**config.mk**
```make
export PLATFORM = sky130hd
export DESIGN_NAME = core_bus_arbiter
export DESIGN_NICKNAME = d
export VERILOG_FILES = /design/src/rtl/core_bus_arbiter.sv
export SDC_FILE = /design/constraint.sdc
export NUM_CORES = 1
export LEC_CHECK = 0
export CAP_MARGIN = 20
export CORE_ASPECT_RATIO = 0.7
export CORE_UTILIZATION = 25
export DETAILED_ROUTE_END_ITERATION = 6
export GPL_ROUTABILITY_DRIVEN = 0
export PLACE_DENSITY = 0.57
export SLEW_MARGIN = 20
export SYNTH_ARGS = -nofsm -noshare
export SYNTH_HDL_FRONTEND = slang
export SYNTH_SLANG_ARGS = --single-unit
```
**constraint.sdc**
```tcl
create_clock -name clk -period 4.3 [get_ports clk]
set_clock_uncertainty 0.15 [all_clocks]
set_input_delay 0.86 -clock clk [delete_from_list [all_inputs] [get_ports clk]]
set_output_delay 0.86 -clock clk [all_outputs]
set_load 0.05 [all_outputs]
```
**src/rtl/core_bus_arbiter.sv**
```systemverilog
// core_bus_arbiter
//   Shares one external word bus between an instruction-fetch port and a
//   data port. Each port owns a single pending slot; a three-state FSM
//   grants the bus to one slot at a time and returns the read word to the
//   requesting port one cycle after the bus completes.
//
// Ports
//   clk, rst_n                      clock (rising edge), async active-low reset
//   insn_start/insn_addr            fetch request pulse and word address
//   insn_flush                      drop pending fetch / squash in-flight fetch
//   insn_ready/insn_data_rd         fetch completion pulse and fetched word
//   data_start/data_addr            data request pulse and word address
//   data_write/data_data_wr/_be     write flag, write word, byte enables
//   data_ready/data_data_rd         data completion pulse and read word
//   bus_start/bus_addr/bus_write/
//   bus_data_wr/bus_data_be         registered external bus request
//   bus_ready/bus_data_rd           external bus completion and read word
//
// Parameter FAIR: 1 = alternate between ports on ties, 0 = data wins ties.

module core_bus_arbiter #(
    parameter bit FAIR = 1'b1,
    localparam int ADDR_W = 30,
    localparam int DATA_W = 32
) (
    input  logic              clk,
    input  logic              rst_n,
    input  logic              insn_start,
    input  logic [ADDR_W-1:0] insn_addr,
    input  logic              insn_flush,
    output logic              insn_ready,
    output logic [DATA_W-1:0] insn_data_rd,
    input  logic              data_start,
    input  logic [ADDR_W-1:0] data_addr,
    input  logic              data_write,
    input  logic [DATA_W-1:0] data_data_wr,
    input  logic [3:0]        data_data_be,
    output logic              data_ready,
    output logic [DATA_W-1:0] data_data_rd,
    output logic [ADDR_W-1:0] bus_addr,
    output logic              bus_start,
    output logic              bus_write,
    output logic [DATA_W-1:0] bus_data_wr,
    output logic [3:0]        bus_data_be,
    input  logic              bus_ready,
    input  logic [DATA_W-1:0] bus_data_rd
);

    typedef enum logic [1:0] {
        IDLE      = 2'd0,
        BUSY_INSN = 2'd1,
        BUSY_DATA = 2'd2
    } state_t;

    state_t state, state_nxt;

    // Pending slots
    logic              insn_pend;
    logic [ADDR_W-1:0] insn_slot_addr;
    logic              data_pend;
    logic [ADDR_W-1:0] data_slot_addr;
    logic              data_slot_write;
    logic [DATA_W-1:0] data_slot_wr;
    logic [3:0]        data_slot_be;

    logic              last_grant_data;  // 0 = insn was granted last
    logic              flush_sup;        // in-flight fetch has been flushed

    logic              insn_acc, data_acc;
    logic              insn_eff, data_eff;
    logic [ADDR_W-1:0] insn_eff_addr;
    logic [ADDR_W-1:0] data_eff_addr;
    logic              data_eff_write;
    logic [DATA_W-1:0] data_eff_wr;
    logic [3:0]        data_eff_be;
    logic              grant_insn, grant_data;
    logic              insn_done, data_done;

    // A port's start is ignored while its own transaction is on the bus or
    // its slot is already occupied. A flush in the same cycle frees the insn
    // slot, so the new fetch replaces the cancelled one.
    assign insn_acc = insn_start && (state != BUSY_INSN) && (!insn_pend || insn_flush);
    assign data_acc = data_start && (state != BUSY_DATA) && !data_pend;

    // Slot view for this cycle's decision: an accepted start bypasses the
    // slot register so an idle bus is requested one cycle after start.
    assign insn_eff      = insn_acc || (insn_pend && !insn_flush);
    assign insn_eff_addr = insn_acc ? insn_addr : insn_slot_addr;
    assign data_eff       = data_acc || data_pend;
    assign data_eff_addr  = data_acc ? data_addr    : data_slot_addr;
    assign data_eff_write = data_acc ? data_write   : data_slot_write;
    assign data_eff_wr    = data_acc ? data_data_wr : data_slot_wr;
    assign data_eff_be    = data_acc ? data_data_be : data_slot_be;

    assign insn_done = (state == BUSY_INSN) && bus_ready;
    assign data_done = (state == BUSY_DATA) && bus_ready;

    always_ff @(posedge clk or negedge rst_n) begin
        if (!rst_n) begin
            state <= IDLE;
        end else begin
            state <= state_nxt;
        end
    end

    always_comb begin
        state_nxt  = state;
        grant_insn = 1'b0;
        grant_data = 1'b0;
        if ((state == IDLE) || insn_done || data_done) begin
            if (insn_eff && data_eff) begin
                if (FAIR && last_grant_data) begin
                    grant_insn = 1'b1;
                end else begin
                    grant_data = 1'b1;
                end
            end else if (insn_eff) begin
                grant_insn = 1'b1;
            end else if (data_eff) begin
                grant_data = 1'b1;
            end
            if (grant_insn) begin
                state_nxt = BUSY_INSN;
            end else if (grant_data) begin
                state_nxt = BUSY_DATA;
            end else begin
                state_nxt = IDLE;
            end
        end
    end

    // Control: slot occupancy, fairness history, flush squash
    always_ff @(posedge clk or negedge rst_n) begin
        if (!rst_n) begin
            insn_pend       <= 1'b0;
            data_pend       <= 1'b0;
            last_grant_data <= 1'b0;
            flush_sup       <= 1'b0;
        end else begin
            insn_pend <= insn_eff && !grant_insn;
            data_pend <= data_eff && !grant_data;
            if (grant_insn) begin
                last_grant_data <= 1'b0;
            end else if (grant_data) begin
                last_grant_data <= 1'b1;
            end
            if (insn_done) begin
                flush_sup <= 1'b0;
            end else if ((state == BUSY_INSN) && insn_flush) begin
                flush_sup <= 1'b1;
            end
        end
    end

    // Slot payload: only meaningful while the matching pend bit is set
    always_ff @(posedge clk) begin
        if (insn_acc) begin
            insn_slot_addr <= insn_addr;
        end
        if (data_acc) begin
            data_slot_addr  <= data_addr;
            data_slot_write <= data_write;
            data_slot_wr    <= data_data_wr;
            data_slot_be    <= data_data_be;
        end
    end

    // Bus request and completion outputs
    always_ff @(posedge clk or negedge rst_n) begin
        if (!rst_n) begin
            bus_start    <= 1'b0;
            bus_addr     <= '0;
            bus_write    <= 1'b0;
            bus_data_wr  <= '0;
            bus_data_be  <= '0;
            insn_ready   <= 1'b0;
            data_ready   <= 1'b0;
            insn_data_rd <= '0;
            data_data_rd <= '0;
        end else begin
            bus_start <= grant_insn || grant_data;
            if (grant_insn) begin
                bus_addr    <= insn_eff_addr;
                bus_write   <= 1'b0;
                bus_data_wr <= '0;
                bus_data_be <= 4'b1111;
            end else if (grant_data) begin
                bus_addr    <= data_eff_addr;
                bus_write   <= data_eff_write;
                bus_data_wr <= data_eff_wr;
                bus_data_be <= data_eff_be;
            end
            // A flush arriving on the completion cycle squashes it as well
            insn_ready <= insn_done && !flush_sup && !insn_flush;
            data_ready <= data_done;
            if (insn_done && !flush_sup && !insn_flush) begin
                insn_data_rd <= bus_data_rd;
            end
            if (data_done) begin
                data_data_rd <= bus_data_rd;
            end
        end
    end

endmodule

```
==> results of run 1 <==
-- synthesized netlist by cell type --
cell      instances
dfrtp_1         140
nor2_1            1
buf_6            11
dfxtp_1          97
inv_1             6
o22a_1            4
mux2_2          161
nand2b_1          6
a22o_1           33
a21oi_4           1
a21oi_1           4
nand3_1           2
o21ai_0           1
and2_1            2
buf_2            18
o21ba_2           1
nor2b_1           2
o21bai_1          1
clkbuf_1          7
o21ai_1           1
a221o_1          32
a21o_1            1
nor4_2            1
nand2_1           3
or2_1             1
and3_1           30
-- layout make-up --
| class | instances | area, µm² |
|---|---|---|
| diodes | 1 | 2.50 |
| clock buffers | 39 | 812 |
| clock inverters | 9 | 85.1 |
| fillers | 3239 | 21000 |
| inverters | 6 | 22.5 |
| multi-input cells | 288 | 2850 |
| flip-flops and latches | 237 | 5450 |
| well taps | 435 | 544 |
| repair buffers | 277 | 2780 |
-- power by group --
group          leakage (nW)  switching [mW]  internal (mW)
Clock                 0.441           0.927           1.37
Combinational          2.26            3.42           2.29
Sequential             2.55           0.425           3.31
Total                  5.25            4.77           6.97
-- per-stage QoR --
step	area, µm²	cells	total power [mW]	util (%)
finish	12500	1292	11.7	37.4
global route	12500	1291	12.4	37.3
CTS	12500	1291	11.9	37.3
detailed placement	11600	1243	9.54	34.7
global placement	11600	1243	9.46	34.7
floorplan	8530	567	7.69	-
-- final timing paths --
check | start | endpoint
min reg2reg | data_slot_wr[7]$_DFF_P_ | data_slot_wr[7]$_DFF_P_
max reg2reg | state[0]$_DFFE_PN0P_ | bus_data_wr[5]$_DFFE_PN0P_
max in group asynchronous | rst_n | bus_data_wr[10]$_DFFE_PN0P_
max | insn_flush | bus_addr[4]$_DFFE_PN0P_
min in group clk | data_slot_wr[7]$_DFF_P_ | data_slot_wr[7]$_DFF_P_
min | rst_n | data_data_rd[25]$_DFFE_PN0P_
-- worst max-delay path, delay by kind of cell --
kind / cells / cell delay (ns)
AO/OA/AOI/OAI: 3 / 1.45
buffers and inverters: 2 / 0.74
AND/OR/NAND/NOR: 1 / 0.23
-- cell usage in the layout (no fill, tap or decap), types with 3 or more instances in the layout --
cell	count
clkdlybuf4s50_1	267
a22o_1	33
a221o_1	32
and3_1	30
clkbuf_1	4
o22a_1	4
mux2_2	161
clkbuf_8	7
nand2_1	3
a21oi_1	4
dfrtp_1	140
dfxtp_1	97
buf_4	7
nand2b_1	6
clkinv_2	4
inv_1	6
clkbuf_16	28
-- layer usage --
metal  vias to the layer above  share of wire (%)  GRT usage, %
met5                         -               0.15             0
met4                         6                1.7          2.96
met3                        35                8.7          5.39
met2                       173                 44          20.4
met1                      2894                 45          17.6
li1                       2625                  -             -
-- cell families after synthesis --
kind of cell	synth area share, %
simple gates	3.45
compound gates	8.39
mux	21.3
buf+inv	3.08
flops	63.8
-- state kept, by name, summed over array words and instances (netlist names), 2 cells and up --
register	count
bus_addr	30
insn_slot_addr	30
data_slot_wr	32
insn_data_rd	32
bus_data_be	4
bus_data_wr	32
data_slot_be	4
data_slot_addr	30
state	2
data_data_rd	32
==> impl_results.md, run 1 <==
* Status: complete, no violations
* FF-to-FF path depth at 5
* Via-to-Cell Ratio at 4.44
* Worst-path clk slew at 0.06 ns
* Largest area contributor in the netlist: dfrtp_1
* Post-synth top area share at 41.1%
* Avg WL per Cell at 18.1 µm
* Hold Buf Count CTS at 0
* Distinct cells, synth at 26
* H-tree levels at 1
* Required @ worst endpoint at 4.61 ns
* Fmax at 336 MHz
* Worst Slack Setup Final at 1.32 ns
* Hold WS at 0.172 ns
* Dpl ws at 0.733 ns
* Number of synthesized register bits at 237
* Number of port buffers at 268
* Die ar. at 34,900 µm²
* Mapped Nets at 702
* Pin count of the biggest net entering global routing at 73
* Tcrit/Tclk final at 69.3%
* Maximum clock path buffer count at 3
* Num CTS Buffers at 26
* Final hold vios at 0
* Post-CTS setup buffer count at 0
* Layout cells sized above 1 at 25.8%
* Grt ovf at 0
* Worst setup SP type: input pin
* Core Region at 33,600 µm²
* Max Cap Viol at 0
* DP HPWL at 15.5 mm
* # nets final at 971
* WL final at 23.4 mm
* Critical-path cell list: clkdlybuf4s50_1 > nand2b_1 > a221o_1 > buf_4 > o21ba_2 > a221o_1
* Crit Path Max Fanout at 32
* CTS tree: built
* Vias in the first global route at 6,050
* DRT Pass-1 Iters at 4
* Top Ports at 269
* Clock Latency Late Sink at 0.53 ns
* Fin. max-slew vios at 0
* TNS Setup at 0 ns
* Final-report setup violation count at 0
* Cell area power density at 936 nW/µm²
* Via count at 5,733
* Slew headroom at 38.2%
* Largest stage delay on the critical path at 0.81 ns
* Mapped cell area at 8530 µm²
* CTS root buffer: clkbuf_16
* RSZ-0062 raised after global routing: false
* Top post-synthesis cells by area: dfrtp_1, dfxtp_1, mux2_2
* Final min period at 2.98 ns
* Synth warn at 0
* CP max stage cell: o21ba_2
* Post-route ant nets at 0
* Critical Path Most Common Cell: a221o_1
* Die Height at 157 µm
* Worst EP arrival at 3.29 ns
* Area Overhead vs Synth at 47.0%
* Crit. End Element: register
* First-pass GRT wire length at 36.1 mm
* Kind of critical path: input pin to register
* Tot GR Track Use at 13.3%
* Post-synthesis cell count at 567
* R2R Setup Slk at 1.69 ns
* Worst IR drop on VDD at 0.000405 V
* Initial drt markers at 332
* Syn_area_per_cell at 15.0 µm²
* Post-synthesis sequential area ratio at 63.8%
* Initial antenna violation count at 3
* Num rows at 56
* Residual DRC count at 0
* Hold Crit Class: input pin to asynchronous set/reset pin
* Starting Density at 25.4%
* Die width at 223 µm
* Actual slew at the worst max-slew pin at 0.927 ns
* CTS Sinks at 237
* Leakage power at 5.25 nW
* PostCTS Resize Cnt at 0
No activity file was read; power rests on OpenSTA's default activity.
==> run 2: changes to the inputs <==
==> constraint.sdc (replaced) <==
create_clock -name clk -period 3 [get_ports clk]
set_clock_uncertainty 0.15 [all_clocks]
set_input_delay 0.6 -clock clk [delete_from_list [all_inputs] [get_ports clk]]
set_output_delay 0.6 -clock clk [all_outputs]
set_load 0.05 [all_outputs]
==> run 2 against run 1 <==
Wire length shrank 2.3%. Sequential share of layout area shrank 0.44 points. Worst setup slack lost 0.83 ns. Register-to-register slack lost 0.90 ns. Non-clock buffer count grew 4. Die area is the same. Critical path depth shrank 5. Via count shrank 2.7%. Core utilization grew 0.38 points. Design area grew 1.0%. Highest routed layer unchanged. Total power grew 44%.
==> impl_results.md, run 2 (same netlist as run 1, synthesis figures left out) <==
* Status: complete, no violations
* Hold Buf Count CTS at 1
* Post-route ant nets at 0
* Hold Crit Class: register to register
* Crit. End Element: primary output
* Fin. max-slew vios at 0
* # nets final at 975
* Final-report setup violation count at 0
* H-tree levels at 1
* Grt ovf at 0
* Leakage power at 5.31 nW
* Clock Latency Late Sink at 0.53 ns
* Initial antenna violation count at 1
* Final min period at 2.51 ns
* Required @ worst endpoint at 2.25 ns
* WL final at 22.8 mm
* Post-CTS setup buffer count at 0
* Via count at 5,577
* Core Region at 33,600 µm²
* Area Overhead vs Synth at 48.5%
* First-pass GRT wire length at 34.7 mm
* Residual DRC count at 0
* Worst-path clk slew at 0.06 ns
* Starting Density at 25.4%
* Maximum clock path buffer count at 3
* Pin count of the biggest net entering global routing at 55
* Cell area power density at 1340 nW/µm²
* Critical-path cell list: clkdlybuf4s50_1
* Antenna diodes at 0
* Top delay family on crit path: buffers and inverters
* Num CTS Buffers at 26
* R2R Setup Slk at 0.79 ns
* Top Ports at 269
* Tcrit/Tclk final at 83.8%
* Met3 wire len at 1.97 mm
* DRT met1 WL at 10.4 mm
* Number of port buffers at 268
* CTS root buffer: clkbuf_16
* Max Cap Viol at 0
* WL met2 at 10.0 mm
* CTS Sinks at 237
* Initial drt markers at 284
* Die ar. at 34,900 µm²
* Slew headroom at 38.2%
* Fmax at 398 MHz
* TNS Setup at 0 ns
* Actual slew at the worst max-slew pin at 0.926 ns
* Num rows at 56
* Worst setup SP type: register
* Largest stage delay on the critical path at 0.88 ns
* Top sig layer: met5
* Final Util at 37.7%
* Worst IR drop on VDD at 0.000469 V
* DP HPWL at 15.4 mm
* Tot GR Track Use at 12.9%
* Die Height at 157 µm
* CTS tree: built
* Avg WL per Cell at 17.6 µm
* Final hold vios at 0
* Vias in the first global route at 5,906
* Hold WS at 0.321 ns
* CP max stage cell: clkdlybuf4s50_1
* Worst EP arrival at 1.76 ns
* DRT Pass-1 Iters at 4
* Layout cells sized above 1 at 26.0%
* Dpl ws at 0.136 ns
* Die width at 223 µm
* CP Buf/Inv Count at 1
* Via-to-Cell Ratio at 4.31
* Worst Slack Setup Final at 0.487 ns
* PostCTS Resize Cnt at 0
* Kind of critical path: register to primary output
* Commonest non-fill, non-tap cell in the layout: clkdlybuf4s50_1
* Commonest cells after routing, fill and taps aside: clkdlybuf4s50_1, mux2_2, dfrtp_1
* Crit Path Max Fanout at 2
* RSZ-0062 raised after global routing: false
==> run 2: report_power, final <==
part           internal, mW  switching [mW]  leakage [nW]
registers              4.75           0.588          2.55
clock network          1.96            1.31         0.444
logic                  3.39            4.92          2.32
total                  10.1            6.82          5.31
==> run 2: layer usage <==
metal  vias to the layer above  GRT usage [%]
li1                       2637              -
met1                      2744           17.3
met2                       161           19.3
met3                        33           5.20
met4                         2           2.73
met5                         -              0
==> run 2: cell type report <==
class | count | area, µm²
clock buffers | 38 | 810
clock inverters | 10 | 85.1
fillers | 3199 | 20900
inverters | 6 | 22.5
multi-input cells | 288 | 2850
flip-flops and latches | 237 | 5450
well taps | 435 | 544
repair buffers | 281 | 2910
==> run 2: final timing paths <==
path | startpoint | end | depth (start not counted)
worst max register to register | state[1]$_DFFE_PN0P_ | bus_data_be[0]$_DFFE_PN0P_ | 6
max in group asynchronous | rst_n | data_data_rd[7]$_DFFE_PN0P_ | 3
worst min register to register | data_slot_wr[21]$_DFF_P_ | data_slot_wr[21]$_DFF_P_ | 1
min in group asynchronous | rst_n | insn_data_rd[25]$_DFFE_PN0P_ | 2
worst max-delay path | bus_data_be[3]$_DFFE_PN0P_ | bus_data_be[3] | 1
worst min-delay path | data_slot_wr[21]$_DFF_P_ | data_slot_wr[21]$_DFF_P_ | 1
==> run 2: per-stage QoR <==
step / power (mW) / area, µm² / instances
detailed placement: 13.8 / 11800 / 1246
finish: 16.9 / 12700 / 1295
floorplan: 11.0 / 8530 / 567
CTS: 17.2 / 12700 / 1295
global route: 17.8 / 12700 / 1295
global placement: 13.7 / 11800 / 1246
